`config.mk`:
```
export PLATFORM = sky130hd
export DESIGN_NAME = pc_sequencer
export DESIGN_NICKNAME = d
export VERILOG_FILES = /design/src/rtl/pc_seq_pkg.sv /design/src/rtl/pc_sequencer_ras.sv /design/src/rtl/pc_sequencer.sv
export SDC_FILE = /design/constraint.sdc
export NUM_CORES = 1
export LEC_CHECK = 0
export ABC_AREA = 1
export CELL_PAD_IN_SITES_DETAIL_PLACEMENT = 1
export CELL_PAD_IN_SITES_GLOBAL_PLACEMENT = 2
export CORE_UTILIZATION = 30
export DETAILED_ROUTE_END_ITERATION = 8
export GPL_TIMING_DRIVEN = 0
export PLACE_DENSITY = 0.88
export SKIP_CTS_REPAIR_TIMING = 1
export SLEW_MARGIN = 20
export SYNTH_ARGS = -nofsm -noshare
export SYNTH_HDL_FRONTEND = slang
export SYNTH_SLANG_ARGS = --single-unit
```
`constraint.sdc`:
```
create_clock -name CLK -period 3.7 [get_ports CLK]
set_input_delay 0.37 -clock CLK [delete_from_list [all_inputs] [get_ports CLK]]
set_output_delay 0.37 -clock CLK [all_outputs]
set_load 0.01 [all_outputs]
```
`src/rtl/pc_seq_pkg.sv`:
```
// Shared types and constants for the program-counter sequencer.
// Next-PC source selects, sequencer states and instruction size.
package pc_seq_pkg;

    localparam int INSTR_BYTES = 4;

    typedef enum logic [2:0] {
        SEL_SEQ,
        SEL_BRANCH,
        SEL_JUMP,
        SEL_CALL,
        SEL_RET
    } next_sel_t;

    typedef enum logic [1:0] {
        BOOT,
        RUN,
        HOLD
    } seq_state_t;

endpackage

```
`src/rtl/pc_sequencer_ras.sv`:
```
// Circular return-address stack used by pc_sequencer.
// Push when full overwrites the oldest entry; count saturates.
module ras_stack
    import pc_seq_pkg::*;
#(
    parameter int PC_W      = 32,
    parameter int RAS_DEPTH = 4
) (
    input  logic            clk,
    input  logic            reset,
    input  logic            push,
    input  logic            pop,
    input  logic [PC_W-1:0] push_data,
    output logic [PC_W-1:0] top_data,
    output logic            empty
);

    localparam int AW = (RAS_DEPTH > 2) ? $clog2(RAS_DEPTH) : 1;
    localparam logic [AW-1:0] PTR_ONE = AW'(1);
    localparam logic [AW:0]   CNT_ONE = (AW + 1)'(1);
    localparam logic [AW:0]   CNT_MAX = (AW + 1)'(RAS_DEPTH);

    logic [PC_W-1:0] mem [RAS_DEPTH];
    logic [AW-1:0]   ptr;
    logic [AW-1:0]   ptr_inc;
    logic [AW:0]     count;

    assign ptr_inc  = ptr + PTR_ONE;
    assign top_data = mem[ptr];
    assign empty    = (count == '0);

    // Top pointer and occupancy; a pop on an empty stack is dropped.
    always_ff @(posedge clk) begin
        if (reset) begin
            ptr   <= '0;
            count <= '0;
        end else if (push) begin
            ptr   <= ptr_inc;
            count <= (count == CNT_MAX) ? count : count + CNT_ONE;
        end else if (pop && !empty) begin
            ptr   <= ptr - PTR_ONE;
            count <= count - CNT_ONE;
        end
    end

    // Entry storage; the new entry lands one slot above the old top.
    always_ff @(posedge clk) begin
        if (push && !reset) begin
            mem[ptr_inc] <= push_data;
        end
    end

endmodule

```
`src/rtl/pc_sequencer.sv`:
```
// Program-counter sequencer: next-PC select, stall hold, flush flag.
// Return-address stack enabled by defining PC_SEQUENCER_RAS_EN.
module pc_sequencer
    import pc_seq_pkg::*;
#(
    parameter int PC_W      = 32,
    parameter int OFS_W     = 8,
    parameter int RAS_DEPTH = 4
) (
    input  logic             CLK,
    input  logic             RESET,
    input  logic             STALL,
    input  logic             BRANCH,
    input  logic             ZERO,
    input  logic             JUMP,
    input  logic             CALL,
    input  logic             RET,
    input  logic [OFS_W-1:0] OFFSET,
    output logic [PC_W-1:0]  PC,
    output logic [PC_W-1:0]  PC_4,
    output logic             FLUSH,
    output logic             RAS_EMPTY,
    output logic             RAS_ERR
);

    if (PC_W < 8) begin : g_pcw_chk
        $error("pc_sequencer: PC_W must be at least 8");
    end

    if (RAS_DEPTH < 2 || (RAS_DEPTH & (RAS_DEPTH - 1)) != 0)
    begin : g_depth_chk
        $error("pc_sequencer: RAS_DEPTH must be a power of two >= 2");
    end

    seq_state_t      state_q;
    seq_state_t      state_d;
    next_sel_t       sel;
    logic [PC_W-1:0] pc_q;
    logic [PC_W-1:0] pc_d;
    logic [PC_W-1:0] pc_4;
    logic [PC_W-1:0] ofs_sx;
    logic [PC_W-1:0] byte_ofs;
    logic [PC_W-1:0] br_tgt;
    logic [PC_W-1:0] jmp_tgt;
    logic            flush_q;

    assign pc_4     = pc_q + PC_W'(INSTR_BYTES);
    assign ofs_sx   = PC_W'($signed(OFFSET));
    assign byte_ofs = ofs_sx << 2;
    assign br_tgt   = pc_4 + byte_ofs;
    assign jmp_tgt  = {pc_4[PC_W-1:PC_W-4], byte_ofs[PC_W-5:0]};

    assign PC    = pc_q;
    assign PC_4  = pc_4;
    assign FLUSH = flush_q;

`ifdef PC_SEQUENCER_RAS_EN
    logic            push;
    logic            pop;
    logic            err_d;
    logic            err_q;
    logic            ras_empty;
    logic [PC_W-1:0] ras_top;

    ras_stack #(
        .PC_W      (PC_W),
        .RAS_DEPTH (RAS_DEPTH)
    ) u_ras (
        .clk       (CLK),
        .reset     (RESET),
        .push      (push),
        .pop       (pop),
        .push_data (pc_4),
        .top_data  (ras_top),
        .empty     (ras_empty)
    );

    assign RAS_EMPTY = ras_empty;
    assign RAS_ERR   = err_q;

    // Underflow pulse; cleared while stalled.
    always_ff @(posedge CLK) begin
        if (RESET || STALL) begin
            err_q <= 1'b0;
        end else begin
            err_q <= err_d;
        end
    end
`else
    assign RAS_EMPTY = 1'b1;
    assign RAS_ERR   = 1'b0;
`endif

    // State register.
    always_ff @(posedge CLK) begin
        if (RESET) begin
            state_q <= BOOT;
        end else begin
            state_q <= state_d;
        end
    end

    // Next state and next-PC source; BOOT and stall cycles never redirect.
    always_comb begin
        state_d = state_q;
        sel     = SEL_SEQ;
`ifdef PC_SEQUENCER_RAS_EN
        push    = 1'b0;
        pop     = 1'b0;
        err_d   = 1'b0;
`endif
        unique case (state_q)
            BOOT:    if (!STALL) state_d = RUN;
            RUN:     if (STALL) state_d = HOLD;
            HOLD:    if (!STALL) state_d = RUN;
            default: state_d = BOOT;
        endcase
        if (state_q != BOOT && !STALL) begin
            if (RET) begin
`ifdef PC_SEQUENCER_RAS_EN
                if (!ras_empty) begin
                    sel = SEL_RET;
                    pop = 1'b1;
                end else begin
                    err_d = 1'b1;
                end
`endif
            end else if (JUMP || CALL) begin
`ifdef PC_SEQUENCER_RAS_EN
                sel  = CALL ? SEL_CALL : SEL_JUMP;
                push = CALL;
`else
                sel = SEL_JUMP;
`endif
            end else if (BRANCH && ZERO) begin
                sel = SEL_BRANCH;
            end
        end
    end

    // Next-PC mux.
    always_comb begin
        pc_d = pc_4;
        unique case (sel)
            SEL_BRANCH: pc_d = br_tgt;
            SEL_JUMP:   pc_d = jmp_tgt;
            SEL_CALL:   pc_d = jmp_tgt;
`ifdef PC_SEQUENCER_RAS_EN
            SEL_RET:    pc_d = ras_top;
`endif
            default:    pc_d = pc_4;
        endcase
    end

    // PC and flush registers; a stall freezes PC and clears flush.
    always_ff @(posedge CLK) begin
        if (RESET) begin
            pc_q    <= '0;
            flush_q <= 1'b0;
        end else if (STALL) begin
            flush_q <= 1'b0;
        end else begin
            pc_q    <= pc_d;
            flush_q <= (sel != SEL_SEQ);
        end
    end

endmodule

```
==> results.yml <==
power_and_ir_drop:
  vdd_drop_max_mv: 0.193
  p_per_area_nw_per_um2: 244
  fin_total_pwr_mw: 1.44
  leakagePower_nw: 2.97
floorplanning:
  die_h_um: 127
  io_pins: 83
  row_count: 45
  die_area_um2: 16200
  coreArea_um2: 15300
  start_util: 0.308
  die_w_um: 127
sta:
  layout_setup_ws_ps: 222
  setup_viol: 0
  min_period_ps: 3480
  tightest_slew_ps: 746
  rsz0062_at_grt: "no"
  finClkSkew_ps: 1.19
  max_slew_margin: 0.503
  tns_ps: 0
  hold_violations: 0
  fin_crit_sh: 0.940
  final-max-slew-violation-count: 0
  max_freq_ghz: 0.288
cells_and_area:
  post-route-cell-area_um2: 5910
  drive_gt1_frac: 0.0776
  layout_commonest_cell: "nand2_1"
  fin_nets: 979
  fill_cells: 2084
  antenna_cells: 0
  area_delta_synth_final_pct: 25.8
  final_cell_mix: "nand2_1, inv_1, clkdlybuf4s50_1"
cts:
  cts_root_buffer: "clkbuf_16"
  cts_inserted_buffers: 5
  clockBufferDepth: 2
  clk_latency_ps: 280
  clk_pin_slew_ps: 60
  cts_tree: "done"
  htree_levels: 2
  clkSinkCount: 33
drt:
  wl_per_cell_um: 16.8
  firstDrtPassIters: 5
  drt-total-wl_um: 19100
  drc: 0
  vias_per_cell: 4.86
  initialDrtViolationCount: 241
  vias: 5534
  ant_nets: 0
global_route:
  use_met3: 0.0243
  grt_max_degree: 31
  grt.met1_usage: 0.318
  globalRoute.busiestLayer: "met2"
  grt_pass1_vias: 5667
  antenna_found_initial: 0
  grtUsageTotal: 0.244
  use_met2: 0.433
  grt_first_pass_wirelength_um: 30300
  grt-ovfl-total: 0
worst_setup_path:
  cp_data_arrival_time_ps: 3650
  slowest_stage: "xor2_1"
  worstSetupPathType: "reg -> reg"
  max_stage_delay_ps: 590
  worstPathRequired_ps: 3870
  path_max_fanout: 6
  worstPathCellList: "nand2_2, nor2_4, nand3_1, xor2_1, ha_1, a21oi_1, o21ai_0, inv_1, nand3_1, o21ai_0, nand2_1, nand2_1, o21ai_0"
  crit_top_cell: "o21ai_0"
  cp-end-kind: "flop"
  start_kind: "flop"
place:
  dpl_cell_area_um2: 5730
  dp_hpwl_um: 16000
  gp_congestion: 0.912
  io_buffers: 76
  dp_slack_ps: 240
yosys:
  yosys_most_used_dff: "dfxtp_1"
  synth-edff-count: 0
  yosysWarnings: 0
  seq_area_frac_synth: 0.141
  synth_area_leaders: "nand2_1, dfxtp_1, inv_1"
  syn_avg_cell_area_um2: 5.59
  yosys.area.top_type: "nand2_1"
  netlist_area_um2: 4690
  async_flop_share: 0
  ys_ff_latch: 33
  yosysTopAreaCellShare: 0.209
  ys_types: 44
  synth_cells: 840
job:
  max_cap_violations: 0
status:
  status: "completed"
hold_path:
  holdCritPathClass: "reg -> reg"
-- per-stage QoR --
step	util	instances	hold slack, ps
after floorplan	-	844	456
after global routing	0.387	1139	533
after CTS	0.387	1139	505
after detailed placement	0.375	1131	491
final	0.387	1139	498
after global placement	0.376	1131	472
-- routing by layer --
layer	share of wire	up-vias
li1	-	2843
met4	0.016	0
met1	0.48	2563
met2	0.47	110
met5	0	-
met3	0.025	18
-- power breakdown --
group	leakage (nW)	switching, mW	total [mW]	internal (mW)
clock	0.0841	0.170	0.507	0.337
combinational	2.61	0.317	0.522	0.205
sequential	0.271	0.0365	0.412	0.376
-- critical path, delay by kind of cell (launching register included) --
| family | cells | cell delay [ps] |
|---|---|---|
| AND/OR/NAND/NOR | 6 | 930 |
| buffers and inverters | 1 | 90 |
| flip-flops | 1 | 500 |
| AO/OA/AOI/OAI | 4 | 860 |
| XOR/XNOR | 1 | 590 |
| adder cells (fa/ha/maj) | 1 | 400 |
-- logic make-up after synthesis --
| logic type | count (synthesis) | synth area share |
|---|---|---|
| flops | 33 | 0.141 |
| compound gates | 126 | 0.151 |
| xor+xnor | 17 | 0.0317 |
| simple gates | 460 | 0.438 |
| other cells | 2 | 0.00160 |
| fa+ha+maj | 36 | 0.0975 |
| buf+inv | 166 | 0.140 |
-- worst paths after layout --
| check | from | endpoint | slack (ps) | cells past startpoint |
|---|---|---|---|---|
| hold / removal | state_q[1] | state_q[1] | 500 | 1 |
| hold reg to reg | state_q[1] | state_q[1] | 500 | 1 |
| setup reg to reg | PC[8] | PC[12] | 220 | 13 |
| setup / recovery | PC[8] | PC[12] | 220 | 13 |
-- sequential cells by signal, indices dropped and copies added, names as in the netlist --
signal / count
FLUSH: 1
PC: 30
state_q: 2
-- final cells by class --
class,instances,area (µm²),area share
Buffer,15,91.3,0.0155
Clock buffer,7,143,0.0242
Clock inverter,1,30.0,0.00508
Inverter,151,567,0.0960
Multi-Input combinational cell,645,3390,0.575
Sequential cell,33,662,0.112
Tap cell,211,264,0.0447
Timing Repair Buffer,76,756,0.128
-- cell usage after synthesis (6+ instances only) --
cell type	instances
a21oi_1	54
buf_4	7
dfxtp_1	33
ha_1	35
inv_1	143
inv_2	8
nand2_1	261
nand2_2	11
nand3_1	63
nand3b_1	6
nand4_1	12
nor2_1	64
nor2_2	6
nor3_1	9
o21ai_0	44
xor2_1	13
Note: power is estimated with default switching activity, not from simulation.
